File: src/rtl/fetch_pkg.sv
// ---------------------------------------------------------------------------
// fetch_pkg
// Shared definitions for the instruction-fetch front end: the sequencer
// state encoding, the sequential PC increment and the default reset vector.
// No ports; imported by fetch_sequencer and next_pc_select.
// ---------------------------------------------------------------------------
package fetch_pkg;

   typedef enum logic [1:0] {
      ST_IDLE  = 2'd0,
      ST_FETCH = 2'd1,
      ST_WAIT  = 2'd2,
      ST_DRAIN = 2'd3
   } fetch_state_e;

   localparam int unsigned PC_INCR            = 4;
   localparam logic [31:0] RESET_ADDR_DEFAULT = 32'h0000_0000;

endpackage : fetch_pkg

File: src/rtl/next_pc_select.sv
// ---------------------------------------------------------------------------
// next_pc_select
// Combinational priority mux that produces the PC fed back to the program
// counter. Priority: reset vector, redirect target (jump over branch),
// pending redirect target, fetched address + 4, hold current PC.
//
// Ports:
//   sel_reset_i       force the reset vector
//   sel_redirect_i    take the live redirect target
//   sel_pending_i     take the latched redirect target
//   sel_incr_i        take fetch_addr_i + 4
//   jump_i            jump wins over branch when both redirect
//   jump_target_i     raw jump destination
//   branch_target_i   raw branch destination
//   pending_i         latched redirect target
//   fetch_addr_i      address of the fetch that just completed
//   pc_hold_i         current PC (used when nothing else applies)
//   redirect_target_o word-aligned redirect destination
//   pc_next_o         selected next PC
// ---------------------------------------------------------------------------
module next_pc_select
   import fetch_pkg::*;
#(
   parameter int unsigned           ADDR_WIDTH = 32,
   parameter logic [ADDR_WIDTH-1:0] RESET_ADDR = ADDR_WIDTH'(RESET_ADDR_DEFAULT)
) (
   input  logic                  sel_reset_i,
   input  logic                  sel_redirect_i,
   input  logic                  sel_pending_i,
   input  logic                  sel_incr_i,
   input  logic                  jump_i,
   input  logic [ADDR_WIDTH-1:0] jump_target_i,
   input  logic [ADDR_WIDTH-1:0] branch_target_i,
   input  logic [ADDR_WIDTH-1:0] pending_i,
   input  logic [ADDR_WIDTH-1:0] fetch_addr_i,
   input  logic [ADDR_WIDTH-1:0] pc_hold_i,
   output logic [ADDR_WIDTH-1:0] redirect_target_o,
   output logic [ADDR_WIDTH-1:0] pc_next_o
);

   logic [ADDR_WIDTH-1:0] rawTarget;
   logic [ADDR_WIDTH-1:0] alignedTarget;

   // Jump takes priority over branch; the low two bits are cleared so every
   // redirect lands on a word boundary regardless of what decode supplied.
   always_comb begin
      rawTarget     = jump_i ? jump_target_i : branch_target_i;
      alignedTarget = {rawTarget[ADDR_WIDTH-1:2], 2'b00};
   end

   assign redirect_target_o = alignedTarget;

   // Fixed-priority selection. The increment wraps modulo 2^ADDR_WIDTH on
   // purpose: running off the top of the address space simply restarts at 0.
   always_comb begin
      pc_next_o = pc_hold_i;
      if (sel_reset_i) begin
         pc_next_o = RESET_ADDR;
      end else if (sel_redirect_i) begin
         pc_next_o = alignedTarget;
      end else if (sel_pending_i) begin
         pc_next_o = pending_i;
      end else if (sel_incr_i) begin
         pc_next_o = fetch_addr_i + ADDR_WIDTH'(PC_INCR);
      end
   end

endmodule : next_pc_select

File: src/rtl/fetch_sequencer.sv
// ---------------------------------------------------------------------------
// fetch_sequencer
// Instruction-fetch front end sitting upstream of program_counter. It reads
// the registered PC back, fetches the instruction at that PC over a
// req/ready handshake, and presents it to decode in a single-entry
// valid/accept slot. Branch/jump redirects arrive with instr_accept; a
// redirect that races an outstanding request lets that request finish and
// throws its data away before fetching from the new target.
//
// Ports:
//   clock, reset_n   rising-edge clock, asynchronous active-low reset
//   pc_out_addr      current PC from program_counter
//   pc_in_addr       next PC to program_counter (combinational)
//   imem_req/addr    memory request and its registered address
//   imem_ready/rdata memory completion and returned instruction
//   instr_valid      instr/instr_pc hold a fetched instruction
//   instr, instr_pc  fetched instruction and its address
//   instr_accept     decode consumes instr this cycle
//   branch_taken/branch_target, jump/jump_target
//                    redirect requests, qualified by instr_accept
// ---------------------------------------------------------------------------
module fetch_sequencer
   import fetch_pkg::*;
#(
   parameter int unsigned           ADDR_WIDTH = 32,
   parameter int unsigned           DATA_WIDTH = 32,
   parameter logic [ADDR_WIDTH-1:0] RESET_ADDR = ADDR_WIDTH'(RESET_ADDR_DEFAULT)
) (
   input  logic                  clock,
   input  logic                  reset_n,
   input  logic [ADDR_WIDTH-1:0] pc_out_addr,
   output logic [ADDR_WIDTH-1:0] pc_in_addr,
   output logic                  imem_req,
   output logic [ADDR_WIDTH-1:0] imem_addr,
   input  logic                  imem_ready,
   input  logic [DATA_WIDTH-1:0] imem_rdata,
   output logic                  instr_valid,
   output logic [DATA_WIDTH-1:0] instr,
   output logic [ADDR_WIDTH-1:0] instr_pc,
   input  logic                  instr_accept,
   input  logic                  branch_taken,
   input  logic [ADDR_WIDTH-1:0] branch_target,
   input  logic                  jump,
   input  logic [ADDR_WIDTH-1:0] jump_target
);

   fetch_state_e          state_q, state_d;
   logic                  req_q, req_d;
   logic [ADDR_WIDTH-1:0] addr_q, addr_d;
   logic                  valid_q, valid_d;
   logic [DATA_WIDTH-1:0] instr_q, instr_d;
   logic [ADDR_WIDTH-1:0] ipc_q, ipc_d;
   logic [ADDR_WIDTH-1:0] pending_q, pending_d;

   logic                  redirectReq;
   logic                  selReset;
   logic                  selRedirect;
   logic                  selPending;
   logic                  selIncr;
   logic [ADDR_WIDTH-1:0] redirectTarget;

   // A redirect only counts when decode actually consumes this cycle.
   assign redirectReq = instr_accept & (jump | branch_taken);

   // Next-state and output-register logic. The slot is only refilled once it
   // is empty or being consumed, so while a request is outstanding the slot
   // is always empty; that is why WAIT never has to arbitrate for it. A
   // redirect during an outstanding request cannot cancel the memory side
   // (imem_req must stay up until imem_ready), so the target is parked in
   // pending_q and the returning data is dropped in DRAIN.
   always_comb begin
      state_d     = state_q;
      req_d       = req_q;
      addr_d      = addr_q;
      valid_d     = valid_q;
      instr_d     = instr_q;
      ipc_d       = ipc_q;
      pending_d   = pending_q;
      selReset    = 1'b0;
      selRedirect = 1'b0;
      selPending  = 1'b0;
      selIncr     = 1'b0;

      unique case (state_q)
         ST_IDLE: begin
            selReset = 1'b1;
            state_d  = ST_FETCH;
         end

         ST_FETCH: begin
            if (redirectReq) begin
               selRedirect = 1'b1;
               valid_d     = 1'b0;
            end else if (!valid_q || instr_accept) begin
               req_d   = 1'b1;
               addr_d  = pc_out_addr;
               valid_d = 1'b0;
               state_d = ST_WAIT;
            end
         end

         ST_WAIT: begin
            if (redirectReq) begin
               valid_d = 1'b0;
               if (imem_ready) begin
                  req_d       = 1'b0;
                  selRedirect = 1'b1;
                  state_d     = ST_FETCH;
               end else begin
                  pending_d = redirectTarget;
                  state_d   = ST_DRAIN;
               end
            end else if (imem_ready) begin
               instr_d = imem_rdata;
               ipc_d   = addr_q;
               valid_d = 1'b1;
               req_d   = 1'b0;
               selIncr = 1'b1;
               state_d = ST_FETCH;
            end
         end

         ST_DRAIN: begin
            if (redirectReq) begin
               valid_d = 1'b0;
               if (imem_ready) begin
                  req_d       = 1'b0;
                  selRedirect = 1'b1;
                  state_d     = ST_FETCH;
               end else begin
                  pending_d = redirectTarget;
               end
            end else if (imem_ready) begin
               req_d      = 1'b0;
               selPending = 1'b1;
               state_d    = ST_FETCH;
            end
         end

         default: begin
            state_d = ST_IDLE;
         end
      endcase
   end

   // State and output registers. Reset is asynchronous so an in-flight
   // request is dropped immediately without waiting for imem_ready.
   always_ff @(posedge clock or negedge reset_n) begin
      if (!reset_n) begin
         state_q   <= ST_IDLE;
         req_q     <= 1'b0;
         addr_q    <= '0;
         valid_q   <= 1'b0;
         instr_q   <= '0;
         ipc_q     <= '0;
         pending_q <= '0;
      end else begin
         state_q   <= state_d;
         req_q     <= req_d;
         addr_q    <= addr_d;
         valid_q   <= valid_d;
         instr_q   <= instr_d;
         ipc_q     <= ipc_d;
         pending_q <= pending_d;
      end
   end

   // While reset is held the program counter must see the reset vector,
   // not whatever the hold path would otherwise select.
   next_pc_select #(
      .ADDR_WIDTH (ADDR_WIDTH),
      .RESET_ADDR (RESET_ADDR)
   ) u_next_pc_select (
      .sel_reset_i       (selReset | ~reset_n),
      .sel_redirect_i    (selRedirect),
      .sel_pending_i     (selPending),
      .sel_incr_i        (selIncr),
      .jump_i            (jump),
      .jump_target_i     (jump_target),
      .branch_target_i   (branch_target),
      .pending_i         (pending_q),
      .fetch_addr_i      (addr_q),
      .pc_hold_i         (pc_out_addr),
      .redirect_target_o (redirectTarget),
      .pc_next_o         (pc_in_addr)
   );

   assign imem_req    = req_q;
   assign imem_addr   = addr_q;
   assign instr_valid = valid_q;
   assign instr       = instr_q;
   assign instr_pc    = ipc_q;

endmodule : fetch_sequencer

File: config.mk
export PLATFORM = sky130hd
export DESIGN_NAME = fetch_sequencer
export DESIGN_NICKNAME = d
export VERILOG_FILES = /design/src/rtl/fetch_pkg.sv /design/src/rtl/next_pc_select.sv /design/src/rtl/fetch_sequencer.sv
export SDC_FILE = /design/constraint.sdc
export NUM_CORES = 1
export LEC_CHECK = 0
export CAP_MARGIN = 0
export CORE_MARGIN = 2
export CORE_UTILIZATION = 35
export DETAILED_ROUTE_END_ITERATION = 7
export PLACE_DENSITY_LB_ADDON = 0.15
export REMOVE_ABC_BUFFERS = 1
export SYNTH_ARGS = -nofsm -noshare
export SYNTH_HDL_FRONTEND = slang
export SYNTH_SLANG_ARGS = --single-unit
export TNS_END_PERCENT = 50
File: constraint.sdc
create_clock -name clock -period 2.5 [get_ports clock]
set_input_delay 0.5 -clock clock [delete_from_list [all_inputs] [get_ports clock]]
set_output_delay 0.5 -clock clock [all_outputs]
set_load 0.05 [all_outputs]
After elaboration in Yosys (flattened, before gate mapping)

Cells that the tools add are included.

Register bits: 130
Bits of input ports: 134
Output and inout port bits: 130
Logic and storage cells: 64

Add/subtract/negate cells: 1
Equality and inequality tests: 9
Muxes and demuxes: 29
Bitwise operators: 6
Reductions and logical operators: 12

Operators with widths:

| cell                                          | number |
|---|---|
| two-way mux 32 bit                            | 5 |
| adder 32 x 3 -> 32 bit, second input constant | 1 |
| two-way mux 1 bit                             | 15 |
| two-way mux 2 bit                             | 5 |
| AND reduction 3 bit                           | 3 |
| one-hot mux 2 bit (4 select lines)            | 1 |
| AND reduction 4 bit                           | 2 |
| != test 2 bit, second input constant          | 3 |
| != test 3 bit, second input constant          | 2 |
| == test 2 bit, second input constant          | 2 |
| one-hot mux 1 bit (2 select lines)            | 2 |
| inverter 1 bit                                | 3 |
| one-hot mux 1 bit (3 select lines)            | 1 |
| nonzero test 3 bit                            | 1 |
| == test 2 x 1 -> 1 bit, second input constant | 1 |
| logical NOT 2 bit                             | 1 |
| != test 2 x 1 -> 1 bit, second input constant | 1 |
| OR 1 bit                                      | 2 |
| AND reduction 2 bit                           | 1 |
| nonzero test 2 bit                            | 1 |
| OR reduction 2 bit                            | 1 |
| AND 1 bit                                     | 1 |
| logical NOT 1 bit                             | 1 |
| logical OR 1 bit                              | 1 |

Longest topological paths before layout

Depth in word-level cells: 8
Mapped depth: 9
Depth with buffers taken out: 6

Modules after synthesis

From an unflattened synthesis, not the netlist that was laid out.

Cell total of the unflattened synthesis: 588
Area total of the unflattened synthesis: 7,029.2 um^2

Modules (own cells, without submodules):

| module          | instances | cells an instance | area each (um^2) | sequential area each (um^2) |
|---|---|---|---|---|
| fetch_sequencer | 1         | 295               | 5,069.9          | 3,303.2 |
| next_pc_select  | 1         | 293               | 1,959.4          | 0.0 |

Least setup slack after synthesis

No wires, ideal clock.

Path type: register -> output
From: reg addr_q[2] (netlist: imem_addr[2])
To: out pc_in_addr[22]
Data arrival time: 2.999 ns
Data required time: 2.000 ns
Setup slack: -0.999 ns
Cell stages (with the launch flop): 7
Buffers on the path: 0
Cell sequence: dfrtp_1 ha_1 nand3_4 nor4_4 nand3_1 xor2_1 o21ai_0

Cells in the longest elaborated chain, start to end: 5

Ends and longest elaborated chain:

| what                     | line                   | RTL |
|---|---|---|
| start: declaration       | fetch_sequencer.sv:49  | `logic [ADDR_WIDTH-1:0] addr_q, addr_d;` |
| start signal: assignment | fetch_sequencer.sv:160 | `addr_q <= addr_d;` |
| adder 32 x 3 -> 32 bit   | next_pc_select.sv:64   | `pc_next_o = fetch_addr_i + ADDR_WIDTH'(PC_INCR);` |
| two-way mux 32 bit       | next_pc_select.sv:63   | `end else if (sel_incr_i) begin` |
| two-way mux 32 bit       | next_pc_select.sv:61   | `end else if (sel_pending_i) begin` |
| two-way mux 32 bit       | next_pc_select.sv:59   | `end else if (sel_redirect_i) begin` |
| two-way mux 32 bit       | next_pc_select.sv:57   | `if (sel_reset_i) begin` |
| end: declaration         | fetch_sequencer.sv:32  | `output logic [ADDR_WIDTH-1:0] pc_in_addr,` |

Every way passes these cells.

Final worst setup path

From: reg addr_q[14] (netlist: imem_addr[14])
To: out pc_in_addr[18]

The elaborated chain is that of the path after synthesis.

==> summary.txt <==
Status
  • Status: finished with violations
  • Failing checks: setup timing

Flow run
  • MaxCap Viol Count: 0

Placement
  • Final weighted congestion in routability-driven placement: 0.891
  • Port bufs: about 260
  • Placed insts: between 1,000 and 1,500
  • HPWL Detailed: 16,900 µm

Clocking
  • CTS tree: done
  • CTS Sinks: 130
  • TritonCTS Buffers: 17
  • Later-pin clock latency in the skew report: between 0.4 and 0.5 ns
  • Clk root buf: clkbuf_16
  • Hold-fix buffers at CTS: 0
  • Max Root-Sink Buffers: 2
  • Htree depth: 4
  • Clk slew on worst S/H paths: ~0.06 ns

Cells and area
  • Antenna diodes: 0
  • Final Util: a little under two thirds
  • Layout area overhead: 76.9%
  • Filler Cell Count: between 1,500 and 2,000
  • Finished Layout Cells: around 1,400
  • Nets: approximately 1,200
  • Share of layout cells above drive strength 1: between 20% and 30%

STA
  • Final Slew Violations: 0
  • Setup violators final: 32
  • Worst hold slack: ~0.11 ns
  • Min Tclk post-route: 2.79 ns
  • Pin slew with the least headroom to its limit: 0.794 ns
  • Rel. slew slack: about 47%
  • Final-report hold violation count: 0
  • Layout Skew: around 0.013 ns
  • Tcrit/Tclk final: 112%
  • Final WS setup: -0.290 ns
  • Fmax: roughly 360 MHz
  • RSZ-0062 raised after global routing: yes

Critical path
  • Crit Path Max Fanout: 6
  • Worst setup EP type: primary output
  • WP data required: 2.00 ns
  • Startpoint Class: flip-flop
  • Setup CP Type: flip-flop to primary output
  • WP data arrival: about 2.3 ns

Yosys
  • Unique masters post-synth: 57
  • Post-synth top flop: dfrtp_1
  • Yosys top cell area share: 48.1%
  • Yosys warning count: 0
  • Syn Inst Count: between 700 and 800
  • Async SR Flop Fraction: 100%
  • Top cell type by total area after synthesis: dfrtp_1
  • Syn Std Cell Area: roughly 6800 µm²
  • Post-Syn Area per Cell: between 9 and 10 µm²
  • Share of the yosys chip area belonging to registers: 48.1%
  • Post-synth EDFFs: 0
  • Number of synthesized register bits: 130
  • Main area contributors after synthesis: dfrtp_1, nand2_1, mux2_2, mux2i_1, a21oi_1

Global route
  • Largest net degree at the start of global routing: ~110
  • GRT Residual Overflow: 0
  • Antenna violations before repair: 0
  • First-pass GRT wire length: 38,300 µm
  • Vias in the first global route: 6,861
  • GRT Total Usage: around 24%

Floorplan
  • Boundary pin count: 264
  • Core area: between 15,000 and 20,000 µm²
  • Num rows: 50
  • DIE AREA: ~20,000 µm²
  • Initial Utilization: roughly 36%
  • Die X: ~140 µm
  • Die height: between 100 and 150 µm

Power
  • Power Density: around 1400 nW/µm²
  • Max rail drop VDD: 0.000862 V
  • Lkg Pwr: 5.27 nW

Route
  • DR DRC count: 0
  • DR WL/cell: approximately 18 µm
  • DRT Pass-1 Iters: 5
  • 1st-iter DRT viols: roughly 380
  • Average vias per placed instance: 4.96
  • Detailed-route via count: between 6,000 and 7,000
  • Final wirelength: ~24,000 µm
  • ANT nets after route: 0

Hold path
  • HP Class: primary input to asynchronous set/reset pin
report_power, final:
part / leakage [nW] / total, mW / internal [mW] / switching, mW
clock: 0.307 / 2.71 / 1.73 / 0.985
combinational: 3.40 / 10.1 / 4.01 / 6.05
sequential: 1.57 / 3.85 / 3.14 / 0.705
final timing paths:
check                                           from                   endpoint  slack [ns]  cells past startpoint
min in group clock             instr[13]$_DFFE_PN0P_      instr[13]$_DFFE_PN0P_        0.47                      2
max                        imem_addr[14]$_DFFE_PN0P_             pc_in_addr[18]       -0.29                      8
min                                          reset_n  imem_addr[19]$_DFFE_PN0P_        0.11                      2
min reg2reg                    instr[13]$_DFFE_PN0P_      instr[13]$_DFFE_PN0P_        0.47                      2
max reg2reg                   state_q[0]$_DFFE_PN0P_   instr_pc[14]$_DFFE_PN0P_        0.59                      5
max in group asynchronous                    reset_n  imem_addr[12]$_DFFE_PN0P_        1.83                      2
through the flow:
step	setup TNS, ns	area (µm²)	setup WS [ns]	power (mW)
floorplan	-61.27	6540	-2.04	9.16
global placement	-10.62	10500	-0.438	13.0
detailed placement	-10.94	10500	-0.444	13.1
CTS	-4.17	11700	-0.303	16.4
global route	-7.72	12000	-0.398	17.4
finish	-4.61	12000	-0.290	16.6
critical path, cell delays in order, from the launching register on:
cell and delay (ns):
dfrtp_1 0.37, nand4_1 0.12, buf_6 0.15, nor4_4 0.31, buf_12 0.17, xor2_1 0.14, nand2_1 0.11, a221oi_4 0.33
buf_12 0.18
layout make-up:
class	instances	area [µm²]	area share, %
clock buffers	20	457	3.82
clock inverters	12	180	1.51
inverters	2	7.51	0.0628
multi-input cells	549	3740	31.3
flip-flops and latches	130	3250	27.2
well taps	260	325	2.72
repair buffers	378	3980	33.3
flip-flops by register name, indices dropped and copies added (netlist names):
name / count
state_q: 2
imem_req: 1
instr_pc: 32
instr: 32
pending_q: 30
imem_addr: 32
instr_valid: 1
synth_stat cells (2+ instances only):
| cell type | count |
|---|---|
| and2_1 | 2 |
| nor2_1 | 30 |
| a21o_1 | 2 |
| dfrtp_1 | 130 |
| o21ai_0 | 18 |
| and4_1 | 3 |
| o21a_1 | 3 |
| nand3_1 | 16 |
| nand4_2 | 2 |
| o2111ai_1 | 2 |
| a221oi_2 | 2 |
| a31oi_1 | 3 |
| o21ai_2 | 2 |
| buf_2 | 16 |
| xor2_1 | 23 |
| xnor2_1 | 3 |
| nor2b_1 | 2 |
| and3_1 | 18 |
| nor2_2 | 2 |
| nand4_1 | 9 |
| o22ai_1 | 7 |
| mux2_2 | 50 |
| o211ai_1 | 4 |
| nand2_1 | 222 |
| inv_1 | 2 |
| a211oi_1 | 13 |
| mux2i_1 | 23 |
| nor3_1 | 8 |
| a221oi_1 | 7 |
| a221o_1 | 4 |
| clkbuf_1 | 29 |
| a21oi_1 | 41 |
| nand2b_1 | 4 |
| o22a_1 | 5 |
cells in the final DEF, fill, tap and decap left out, types with 5 or more instances in the layout:
cell	synthesis	final
clkdlybuf4s50_1	0	222
nand2_1	222	219
dfrtp_1	130	129
buf_4	1	83
mux2_2	50	50
buf_12	0	35
a21oi_1	41	33
buf_6	1	31
nor2_1	30	25
mux2i_1	23	23
xor2_1	23	21
clkbuf_16	0	18
and3_1	18	15
nand3_1	16	10
nand4_1	9	9
a21oi_2	0	8
a211oi_2	0	8
o21ai_0	18	8
nor2_4	0	7
nor3_1	8	7
o22ai_2	0	7
a221oi_2	2	6
o22a_1	5	5
o21ai_2	2	5
o21ai_1	1	5
logic make-up (layout without fill, tap and decap cells):
group,Yosys count,count (layout),share of synthesized area [%]
AOI/OAI and AO/OA,121,121,11.8
xor gates and xnor gates,26,26,3.37
adders and majority gates,1,1,0.185
buffers and inverters,51,412,3.31
DFF,130,130,48.1
muxes,73,73,11.7
and+or+nand+nor,328,328,21.4
layer usage:
metal / track usage, % / part of all wire, % / up-vias
met5: 0 / 0 / -
met4: 6.41 / 0.86 / 0
met3: 5.70 / 6.5 / 20
met2: 38.8 / 48 / 224
met1: 33.2 / 45 / 3236
li1: - / - / 3226
repair_timing:
item	4_1_cts	5_1_grt
hold endpoints to repair	0	0
resized for setup	111	32
setup endpoints to repair	32	33
gates cloned	0	1
pin swaps	40	19
setup buffers	20	8
Note: power is estimated with default switching activity, not from simulation.
